<file path="src/rtl/stage3_q_merge_pkg.sv">
// stage3_q_merge_pkg: shared widths, lane encoding and round-robin helper for the stage-3 merge.
// Provides no ports; imported by stage3_q_merge and stage3_msg_fifo.
package stage3_q_merge_pkg;
  localparam int MAX_MESSAGE_BITS = 64;
  localparam int STAGE3_FIFO_DEPTH = 4;
  localparam int STAGE3_LANES = 3;
  localparam int STAGE3_CNT_W = 32;
  typedef enum logic [1:0] {LANE_1 = 2'd0, LANE_2 = 2'd1, LANE_3 = 2'd2} lane_e;
  function automatic lane_e next_lane(lane_e l);
    return l == LANE_3 ? LANE_1 : lane_e'(l + 2'd1);
  endfunction
endpackage

</file>
<file path="src/rtl/stage3_msg_fifo.sv">
// stage3_msg_fifo: show-ahead synchronous FIFO holding one lane's formatted messages.
// Ports: clk, rst_n (async active-low), push/din write, pop advances head, dout = head,
//        full/empty from the registered occupancy count.
module stage3_msg_fifo #(
  parameter int MSG_W = 64,
  parameter int DEPTH = 4
) (
  input  logic             clk,
  input  logic             rst_n,
  input  logic             push,
  input  logic             pop,
  input  logic [MSG_W-1:0] din,
  output logic [MSG_W-1:0] dout,
  output logic             full,
  output logic             empty
);
  localparam int AW = $clog2(DEPTH);
  logic [MSG_W-1:0] mem [DEPTH];
  logic [AW-1:0] wp, rp;
  logic [AW:0] cnt;
  logic wr, rd;
  assign full = cnt == (AW+1)'(DEPTH);
  assign empty = cnt == '0;
  assign wr = push && !full;
  assign rd = pop && !empty;
  assign dout = mem[rp];
  always_ff @(posedge clk) if (wr) mem[wp] <= din;
  always_ff @(posedge clk or negedge rst_n) begin
    if (!rst_n) begin
      wp <= '0;
      rp <= '0;
      cnt <= '0;
    end else begin
      if (wr) wp <= wp + 1'b1;
      if (rd) rp <= rp + 1'b1;
      cnt <= cnt + (AW+1)'(wr) - (AW+1)'(rd);
    end
  end
endmodule

</file>
<file path="src/rtl/stage3_q_merge.sv">
// stage3_q_merge: buffers three stage-2 quote lanes and merges them round-robin onto one registered bus.
// Ports: message_q_1..3/valid_q/ready_q lane inputs, message_out/lane_out/valid_out/ready_out
//        output handshake, msg_count delivered messages, overflow_seen sticky per-lane drop flags.
module stage3_q_merge
  import stage3_q_merge_pkg::*;
#(
  parameter int MSG_W = MAX_MESSAGE_BITS,
  parameter int FIFO_DEPTH = STAGE3_FIFO_DEPTH,
  parameter int CNT_W = STAGE3_CNT_W
) (
  input  logic             clk,
  input  logic             rst_n,
  input  logic [MSG_W-1:0] message_q_1,
  input  logic [MSG_W-1:0] message_q_2,
  input  logic [MSG_W-1:0] message_q_3,
  input  logic [2:0]       valid_q,
  output logic [2:0]       ready_q,
  output logic [MSG_W-1:0] message_out,
  output logic [1:0]       lane_out,
  output logic             valid_out,
  input  logic             ready_out,
  output logic [CNT_W-1:0] msg_count,
  output logic [2:0]       overflow_seen
);
  logic [MSG_W-1:0] din [3];
  logic [MSG_W-1:0] head [3];
  logic [2:0] full, empty, push, pop, ne;
  lane_e rr, c1, c2, sel;
  logic load, any;
  assign din = '{message_q_1, message_q_2, message_q_3};
  for (genvar g = 0; g < STAGE3_LANES; g++) begin : g_lane
    stage3_msg_fifo #(.MSG_W(MSG_W), .DEPTH(FIFO_DEPTH)) u_fifo (
      .clk(clk), .rst_n(rst_n), .push(push[g]), .pop(pop[g]),
      .din(din[g]), .dout(head[g]), .full(full[g]), .empty(empty[g])
    );
  end
  assign ready_q = ~full;
  assign push = valid_q & ready_q;
  assign ne = ~empty;
  assign any = |ne;
  assign load = !valid_out || ready_out;
  // Scan order rr, rr+1, rr+2; c2 is taken when neither earlier lane has data (or nothing does).
  always_comb begin
    c1 = next_lane(rr);
    c2 = next_lane(c1);
    sel = ne[rr] ? rr : ne[c1] ? c1 : c2;
    pop = (load && any) ? 3'b001 << sel : 3'b000;
  end
  always_ff @(posedge clk or negedge rst_n) begin
    if (!rst_n) begin
      message_out <= '0;
      lane_out <= '0;
      valid_out <= 1'b0;
      rr <= LANE_1;
      msg_count <= '0;
      overflow_seen <= '0;
    end else begin
      overflow_seen <= overflow_seen | (valid_q & ~ready_q);
      if (valid_out && ready_out) msg_count <= msg_count + CNT_W'(1);
      if (load) begin
        valid_out <= any;
        if (any) begin
          message_out <= head[sel];
          lane_out <= 2'(sel) + 2'd1;
          rr <= next_lane(sel);
        end
      end
    end
  end
endmodule

</file>
<file path="config.mk">
export PLATFORM = sky130hd
export DESIGN_NAME = stage3_q_merge
export DESIGN_NICKNAME = d
export VERILOG_FILES = /design/src/rtl/stage3_q_merge_pkg.sv /design/src/rtl/stage3_msg_fifo.sv /design/src/rtl/stage3_q_merge.sv
export SDC_FILE = /design/constraint.sdc
export NUM_CORES = 1
export LEC_CHECK = 0
export ABC_AREA = 1
export BUFFER_PORTS_ARGS = -buffer_cell sky130_fd_sc_hd__clkbuf_2
export CELL_PAD_IN_SITES_DETAIL_PLACEMENT = 1
export CELL_PAD_IN_SITES_GLOBAL_PLACEMENT = 2
export CORE_MARGIN = 2
export CORE_UTILIZATION = 44
export DETAILED_ROUTE_END_ITERATION = 8
export PLACE_DENSITY = 0.9
export SETUP_SLACK_MARGIN = 0.5
export SYNTH_ARGS = -nofsm -noshare
export SYNTH_HDL_FRONTEND = slang
export SYNTH_SLANG_ARGS = --single-unit
</file>
<file path="constraint.sdc">
create_clock -name clk -period 7.6 [get_ports clk]
set_clock_uncertainty 0.2 [all_clocks]
set_input_delay 1.14 -clock clk [delete_from_list [all_inputs] [get_ports clk]]
set_output_delay 1.14 -clock clk [all_outputs]
set_load 0.05 [all_outputs]
</file>
==> out/qor.yml, run 1 <==
status: "finished, final reports clean"
ant_nets: 0
cp_cell_sequence: "inv_2 -> nand3_2 -> nand2_2 -> nand2_4 -> nor2_8 -> nand2_4 -> nand2_4 -> nand2_1 -> nor2_2 -> ha_1 -> inv_1 -> ha_1 -> fa_1 -> xor2_1"
path_max_fanout: 48
crit_family: "simple AND/OR/NAND/NOR gates"
cts_tree: "done"
start_util_pct: 44.4
synthMuxAreaShare_pct: 0
power_density_mw_per_mm2: 463
syn2layout_area_growth_pct: 15.5
grt.busiest_layer: "met2"
overflow: 0
grt_use_met1_pct: 33.3
viasPerCell: 5.65
hpwlAfterDp_mm: 71.4
hold_viol_final: 0
min_to: "overflow_seen[2]"
grt_pass1_wl_mm: 161
criticalPathCategory: "flip-flop to flip-flop"
design.core.area_mm2: 0.0804
postCtsSetupRepairBufs: 0
slew_violations: 0
cts.htree.levels: 3
p_total_w: 0.0191
min_path_type: "flip-flop to flip-flop"
synth_edf_count: 768
syn_area_per_cell_um2: 12.4
use_met3_pct: 4.34
hold_depth: 1
syn-instance-count: 2873
slew_headroom_pct: 21.8
ys_warn_count: 0
die_y_um: 289
reg2reg_to: "g_lane[0].u_fifo.cnt[2]"
cp-start-kind: "flip-flop"
cp_num_buf_inv: 2
grt_max_degree: 109
ys.flop_type: "edfxtp_1"
worstSetupEndpointType: "flip-flop"
synth-xor-area-share_pct: 1.05
utilization_pct: 51.3
critPathSlowestCell: "nand2_4"
cpMostUsedCell: "nand2_4"
arrival_ns: 4.25
synth_top_family_by_area: "simple AND/OR/NAND/NOR gates"
pre_cts_ws_ns: 3.36
final_cell_count_no_fill: 4283
drt_wl_total_mm: 110
r2r-start: "g_lane[1].u_fifo.cnt[1]"
fmax_ghz: 0.255
cap_violations: 0
worst_path_largest_cell_delay_ns: 0.67
critPathRequiredTime_ns: 7.92
worstHoldStart: "overflow_seen[2]"
die_w_um: 289
rows: 104
cts_inserted_buffers: 95
cts_root_buf: "clkbuf_16"
rsz0062_at_grt: "false"
cts_hold_buf: 0
post_synth_num_cell_types: 36
drc: 0
grt_pass1_vias: 25200
synth-compound-area-share_pct: 9.48
boundaryPins: 303
routedWlPerCell_um: 25.7
p_leak_nw: 15.2
dr.pass1.iters: 5
finalWeightedCongestion: 0.834
ir_drop_v: 0.000327
ys_ff_latch: 893
period_share_pct: 51.7
clkSinkCount: 893
synthesis.nets: 3093
grt_usage_pct: 26.0
path_clk_slew_ns: 0.06
rr_worst_depth: 14
grt_antenna_before_repair: 24
syn_area_mm2: 0.0357
period_needed_ns: 3.93
tightest_slew_ns: 1.17
drive_gt1_share_pct: 17.6
ys_async_sr_fraction_pct: 14.0
cts_buffer_depth: 3
portBuffers: 302
cts_resized: 0
vias: 24200
yosysSeqAreaShare_pct: 73.3
yosys.area_share.adder_pct: 0.834
die_area_mm2: 0.0835
place_inst: 4094
insertion_delay_ns: 0.66
nets: 3351
fin_ws_ns: 3.67
setup_violations: 0
drt_iter0_markers: 2096
setup_tns_ns: 0
met2_usage_pct: 43.9
rrSetupSlack_ns: 3.67
yosys.area_share.simple_pct: 12.2
cell usage after synthesis, types with 2 or more instances:
| cell type | count | area, um2 |
|---|---|---|
| o22ai_1 | 193 | 1210 |
| ha_1 | 19 | 238 |
| clkbuf_1 | 110 | 413 |
| edfxtp_1 | 768 | 23100 |
| fa_1 | 3 | 60.1 |
| nand3b_1 | 3 | 22.5 |
| nor3_1 | 11 | 55.1 |
| buf_2 | 33 | 165 |
| nand2_1 | 313 | 1170 |
| nand2_2 | 5 | 31.3 |
| nand4_1 | 7 | 43.8 |
| nor2_1 | 589 | 2210 |
| o21bai_1 | 2 | 15.0 |
| o21ai_0 | 393 | 1970 |
| inv_1 | 69 | 259 |
| dfrtp_1 | 125 | 3130 |
| xor2_1 | 30 | 263 |
| buf_1 | 8 | 30.0 |
| a21oi_1 | 35 | 175 |
| buf_6 | 6 | 67.6 |
| buf_12 | 3 | 60.1 |
| nor2_4 | 2 | 22.5 |
| inv_2 | 8 | 30.0 |
| nand3_1 | 66 | 330 |
| xnor2_1 | 13 | 114 |
| nor2_2 | 4 | 25.0 |
| nand2_4 | 5 | 56.3 |
| buf_4 | 9 | 67.6 |
| nand3_2 | 34 | 340 |
layer usage:
metal  up-vias  share of wire [%]  wire, um
li1      10800                  -         -
met1     12400                 40     43500
met5         -               0.12       130
met4        20                4.1      4520
met2       826                 50     55000
met3       200                6.3      6970
sequential cells by signal, indices dropped and copies added (netlist names):
name               count
msg_count             32
lane_out               2
valid_out              1
message_out           64
g_lane.u_fifo.rp       6
overflow_seen          3
g_lane.u_fifo.mem    768
g_lane.u_fifo.wp       6
g_lane.u_fifo.cnt      9
rr                     2
power by group:
group	switching, W	internal [W]	leakage (nW)
Clock	0.00192	0.00272	1.54
Sequential	0.000612	0.00655	8.52
Combinational	0.00563	0.00168	5.10
worst reg2reg max path: stages (launching register included):
cell     delay (ns)
dfrtp_1        0.39
inv_2          0.11
nand3_2        0.14
nand2_2        0.38
nand2_4        0.13
nor2_8         0.16
nand2_4        0.16
nand2_4        0.67
nand2_1        0.26
nor2_2         0.25
ha_1           0.17
inv_1          0.04
ha_1           0.18
fa_1           0.39
xor2_1         0.17
metrics by stage:
| step | hold slack, ns | area [um2] |
|---|---|---|
| after global routing | 0.297 | 41200 |
| after CTS | 0.282 | 41200 |
| final | 0.275 | 41200 |
| after global placement | 0.258 | 38100 |
| after floorplan | 0.353 | 35700 |
| after detailed placement | 0.265 | 38100 |
final cells by class:
class / count / area [um2]
fill: 8302 / 39200
sequential: 893 / 26200
clock inverter: 45 / 420
antenna: 16 / 40.0
inverter: 77 / 295
multi-input combinational: 1733 / 8520
tap: 1060 / 1330
clock buffer: 128 / 2700
timing repair buffer: 331 / 1740
worst max path at each step:
stage | cells past startpoint | start | end | slack, ns
after floorplan | 2 | valid_q[1] | g_lane[1].u_fifo.mem[0][0] | 2.92
after global placement | 12 | ready_out | g_lane[0].u_fifo.cnt[2] | 3.45
after detailed placement | 12 | ready_out | g_lane[0].u_fifo.cnt[2] | 3.36
after CTS | 14 | g_lane[1].u_fifo.cnt[1] | g_lane[0].u_fifo.cnt[2] | 3.69
after global routing | 14 | g_lane[1].u_fifo.cnt[2] | g_lane[0].u_fifo.cnt[2] | 3.42
final | 14 | g_lane[1].u_fifo.cnt[1] | g_lane[0].u_fifo.cnt[2] | 3.67
cells in the final DEF (no fill, tap or decap), drive strengths merged:
| cell | netlist | routed |
|---|---|---|
| a21oi | 36 | 36 |
| a31o | 1 | 1 |
| buf | 60 | 30 |
| bufinv | 0 | 7 |
| clkbuf | 110 | 429 |
| clkinv | 0 | 36 |
| clkinvlp | 0 | 3 |
| dfrtp | 125 | 125 |
| diode | 0 | 16 |
| edfxtp | 768 | 768 |
| fa | 3 | 3 |
| ha | 19 | 19 |
| inv | 77 | 76 |
| nand2 | 323 | 323 |
| nand3 | 100 | 100 |
| nand3b | 3 | 3 |
| nand4 | 7 | 7 |
| nor2 | 596 | 596 |
| nor3 | 12 | 12 |
| nor3b | 1 | 1 |
| o21ai | 394 | 394 |
| o21bai | 2 | 2 |
| o22ai | 193 | 193 |
| xnor2 | 13 | 13 |
| xor2 | 30 | 30 |
logic make-up after synthesis:
| logic type | after synthesis |
|---|---|
| and+or+nand+nor | 1042 |
| DFF | 893 |
| AOI/OAI and AO/OA | 626 |
| buffers and inverters | 247 |
| xor gates and xnor gates | 43 |
| adders and majority gates | 22 |
No activity file was read; power rests on OpenSTA's default activity.
==> run 2: changes to the inputs <==
- ABC_AREA: 1 -> 0
- CORE_UTILIZATION: 44 -> 42
- PLACE_DENSITY: 0.9 -> 0.82
- clock period: 7.6 -> 3.4 ns (I/O delays scaled with it)
==> run 2 against run 1 <==
Net effect: synthesized cell count fell by 45%; largest power group is now registers; critical path depth fell by 5; utilization rose by 1.7 points; worst setup slack got worse by 3.1 ns; critical path type unchanged; worst hold slack got worse by 0.0066 ns.
==> out/qor.yml, run 2 <==
status: "finished, final reports clean"  # unchanged
final_common_cell: "edfxtp_1"  # unchanged
cts_root_buf: "clkbuf_16"  # unchanged
grt_pass1_vias: 20300  # was 25,200
ys_ff_latch: 893  # unchanged
design_area_mm2: 0.0419  # was 0.0412 mm2
place_inst: 2890  # was 4,094
worstSetupEndpointType: "flip-flop"  # unchanged
intPower_w: 0.0247  # was 0.0109 W
synth.area.top_cells: "edfxtp_1 69%, mux4_2 13%, dfrtp_1 9.3%"  # was edfxtp_1 65%, dfrtp_1 8.8%, nor2_1 6.2%
utilization_pct: 52.9  # was 51.3%
post_dp_cell_area_mm2: 0.0368  # was 0.0381 mm2
final_cell_mix: "768 x edfxtp_1, 301 x clkbuf_2, 197 x dlygate4sd3_1"  # was 768 x edfxtp_1, 577 x nor2_1, 393 x o21ai_0
drt_iter0_markers: 1489  # was 2,096
clkSinkCount: 893  # unchanged
worst_path_largest_cell_delay_ns: 0.43  # was 0.67 ns
finalWeightedCongestion: 0.769  # was 0.834
yosysSeqAreaShare_pct: 77.8  # was 73.3%
power_density_mw_per_mm2: 901  # was 463 mW/mm2
setup_tns_ns: 0  # unchanged
grt_pass1_wl_mm: 139  # was 161 mm
synth.top_cells.by_count: "768 x edfxtp_1, 192 x mux4_2, 128 x a22oi_1"  # was 768 x edfxtp_1, 589 x nor2_1, 393 x o21ai_0
design.core.area_mm2: 0.0791  # was 0.0804 mm2
cp-start-kind: "flip-flop"  # unchanged
drc: 0  # unchanged
final_cell_count_no_fill: 3275  # was 4,283
path_clk_slew_ns: 0.07  # was 0.06 ns
tightest_slew_ns: 0.857  # was 1.17 ns
rows: 103  # was 104
hpwlAfterDp_mm: 55.0  # was 71.4 mm
die_y_um: 287  # was 289 um
critPathRequiredTime_ns: 3.73  # was 7.92 ns
pwr-share-seq_pct: 42.4  # was 37.5%
synth_edf_count: 768  # unchanged
criticalPathCategory: "flip-flop to flip-flop"  # unchanged
fmax_ghz: 0.357  # was 0.255 GHz
post_synth_num_cell_types: 43  # was 36
start_util_pct: 42.5  # was 44.4%
viasPerCell: 5.60  # was 5.65
hold_viol_final: 0  # unchanged
cp_num_buf_inv: 1  # was 2
period_share_pct: 82.5  # was 51.7%
slew_violations: 0  # unchanged
ir_drop_v: 0.000616  # was 0.000327 V
vias: 18300  # was 24,200
swShare_pct: 34.4  # was 42.7%
syn-instance-count: 1573  # was 2,873
cts_buffer_depth: 3  # unchanged
ant_nets: 0  # unchanged
setup_violations: 0  # unchanged
grt_antenna_before_repair: 18  # was 24
synthesis.nets: 1793  # was 3,093
ys_warn_count: 0  # unchanged
top_regs: "g_lane.u_fifo.mem: 768 flops, message_out: 64 flops, msg_count: 32 flops"  # unchanged
nets: 2356  # was 3,351
syn_area_mm2: 0.0337  # was 0.0357 mm2
yosysTopAreaCell: "edfxtp_1"  # unchanged
ys_async_sr_fraction_pct: 14.0  # unchanged
cp_cell_sequence: "or3_4 -> o221a_4 -> and2_4 -> ha_1 -> inv_1 -> ha_1 -> fa_2 -> xor2_2 -> xnor2_2"  # was inv_2 -> nand3_2 -> nand2_2 -> nand2_4 -> nor2_8 -> nand2_4 -> nand2_4 -> nand2_1 -> nor2_2 -> ha_1 -> inv_1 -> ha_1 -> fa_1 -> xor2_1
syn2layout_area_growth_pct: 24.5  # was 15.5%
p_leak_nw: 14.7  # was 15.2 nW
largest_register_ffs: 768  # unchanged
rsz0062_at_grt: "false"  # unchanged
crit_family: "adder cells"  # was simple AND/OR/NAND/NOR gates
period_needed_ns: 2.80  # was 3.93 ns
cts_tree: "done"  # unchanged
fillCellCount: 7157  # was 8,302
slew_headroom_pct: 42.9  # was 21.8%
drt_wl_total_mm: 94.0  # was 110 mm
overflow: 0  # unchanged
min_path_type: "flip-flop to flip-flop"  # unchanged
arrival_ns: 3.13  # was 4.25 ns
die_w_um: 287  # was 289 um
portBuffers: 302  # unchanged
drive_gt1_share_pct: 32.7  # was 17.6%
routedWlPerCell_um: 28.7  # was 25.7 um
cpMostUsedCell: "ha_1"  # was nand2_4
grt_usage_pct: 23.1  # was 26.0%
p_total_w: 0.0377  # was 0.0191 W
critPathSlowestCell: "or3_4"  # was nand2_4
grt_max_degree: 69  # was 109
path_max_fanout: 5  # was 48
cap_violations: 0  # unchanged
cts_inserted_buffers: 94  # was 95
cts.htree.levels: 3  # unchanged
insertion_delay_ns: 0.65  # was 0.66 ns
syn_area_per_cell_um2: 21.4  # was 12.4 um2
regMostFlops: "g_lane.u_fifo.mem"  # unchanged
clockPowerShare_pct: 26.4  # was 24.3%
synth.most_common_cell: "edfxtp_1"  # unchanged
dr.pass1.iters: 5  # unchanged
combPwrFrac_pct: 31.2  # was 38.2%
die_area_mm2: 0.0824  # was 0.0835 mm2
boundaryPins: 303  # unchanged
netlist.area_leader.share_pct: 68.5  # was 64.6%
power.switching_w: 0.0130  # was 0.00816 W
ys.flop_type: "edfxtp_1"  # unchanged
-- run 2: layout make-up --
type | instances | area (um2) | area share, %
clock buffers | 122 | 2560 | 6.10
well taps | 1050 | 1310 | 3.14
flip-flops and latches | 893 | 26200 | 62.6
clock inverters | 53 | 437 | 1.04
diodes | 10 | 25.0 | 0.0597
inverters | 25 | 93.8 | 0.224
multi-input cells | 578 | 7150 | 17.1
repair buffers | 544 | 4110 | 9.80
-- run 2: per-layer routing --
layer / global-route usage (%) / wire length (um) / vias up
met5: 0 / 103 / -
met1: 30.2 / 37400 / 9807
met3: 4.30 / 5840 / 158
met4: 7.10 / 2260 / 18
li1: - / - / 7660
met2: 39.5 / 48400 / 697
-- run 2: final timing paths --
kind	from	to	slack (ns)	cells past startpoint
setup / recovery	g_lane[2].u_fifo.cnt[2]	g_lane[2].u_fifo.cnt[2]	0.60	9
hold / removal	msg_count[31]	msg_count[31]	0.27	1
setup reg to reg	g_lane[2].u_fifo.cnt[2]	g_lane[2].u_fifo.cnt[2]	0.60	9
hold reg to reg	msg_count[31]	msg_count[31]	0.27	1
max in group asynchronous	rst_n	g_lane[2].u_fifo.rp[0]	1.86	3
min in group asynchronous	rst_n	message_out[32]	0.30	2
-- run 2: per-stage QoR --
| stage | setup slack [ns] | hold WS, ns |
|---|---|---|
| detailed placement | 0.329 | 0.264 |
| global route | 0.505 | 0.307 |
| CTS | 0.506 | 0.276 |
| floorplan | 0.504 | 0.0144 |
| finish | 0.595 | 0.268 |
| global placement | 0.404 | 0.262 |
-- run 2: kinds of logic after synthesis --
kind of cell | synth area share [%]
AND/OR/NAND/NOR | 1.81
multiplexers | 12.9
buffers and inverters | 1.35
XOR/XNOR | 1.20
flip-flops | 77.8
AO/OA/AOI/OAI | 4.06
adder cells (fa/ha/maj) | 0.885
-- run 2: repair_timing --
item,CTS,global route
resized for setup,8,4
hold buffers,197,0
endpoints found under the hold margin,823,0
buffers inserted,2,1
pin swaps,2,6
setup endpoints to repair,1,43
-- run 2: power groups by stage --
stage	logic [W]	clock network [W]	registers, W
final	0.0118	0.00997	0.0160
after floorplan	0.00637	0	0.0168
after CTS	0.0119	0.0101	0.0160
after global routing	0.0125	0.0105	0.0162
after global placement	0.0112	0	0.0160
after detailed placement	0.0115	0	0.0162
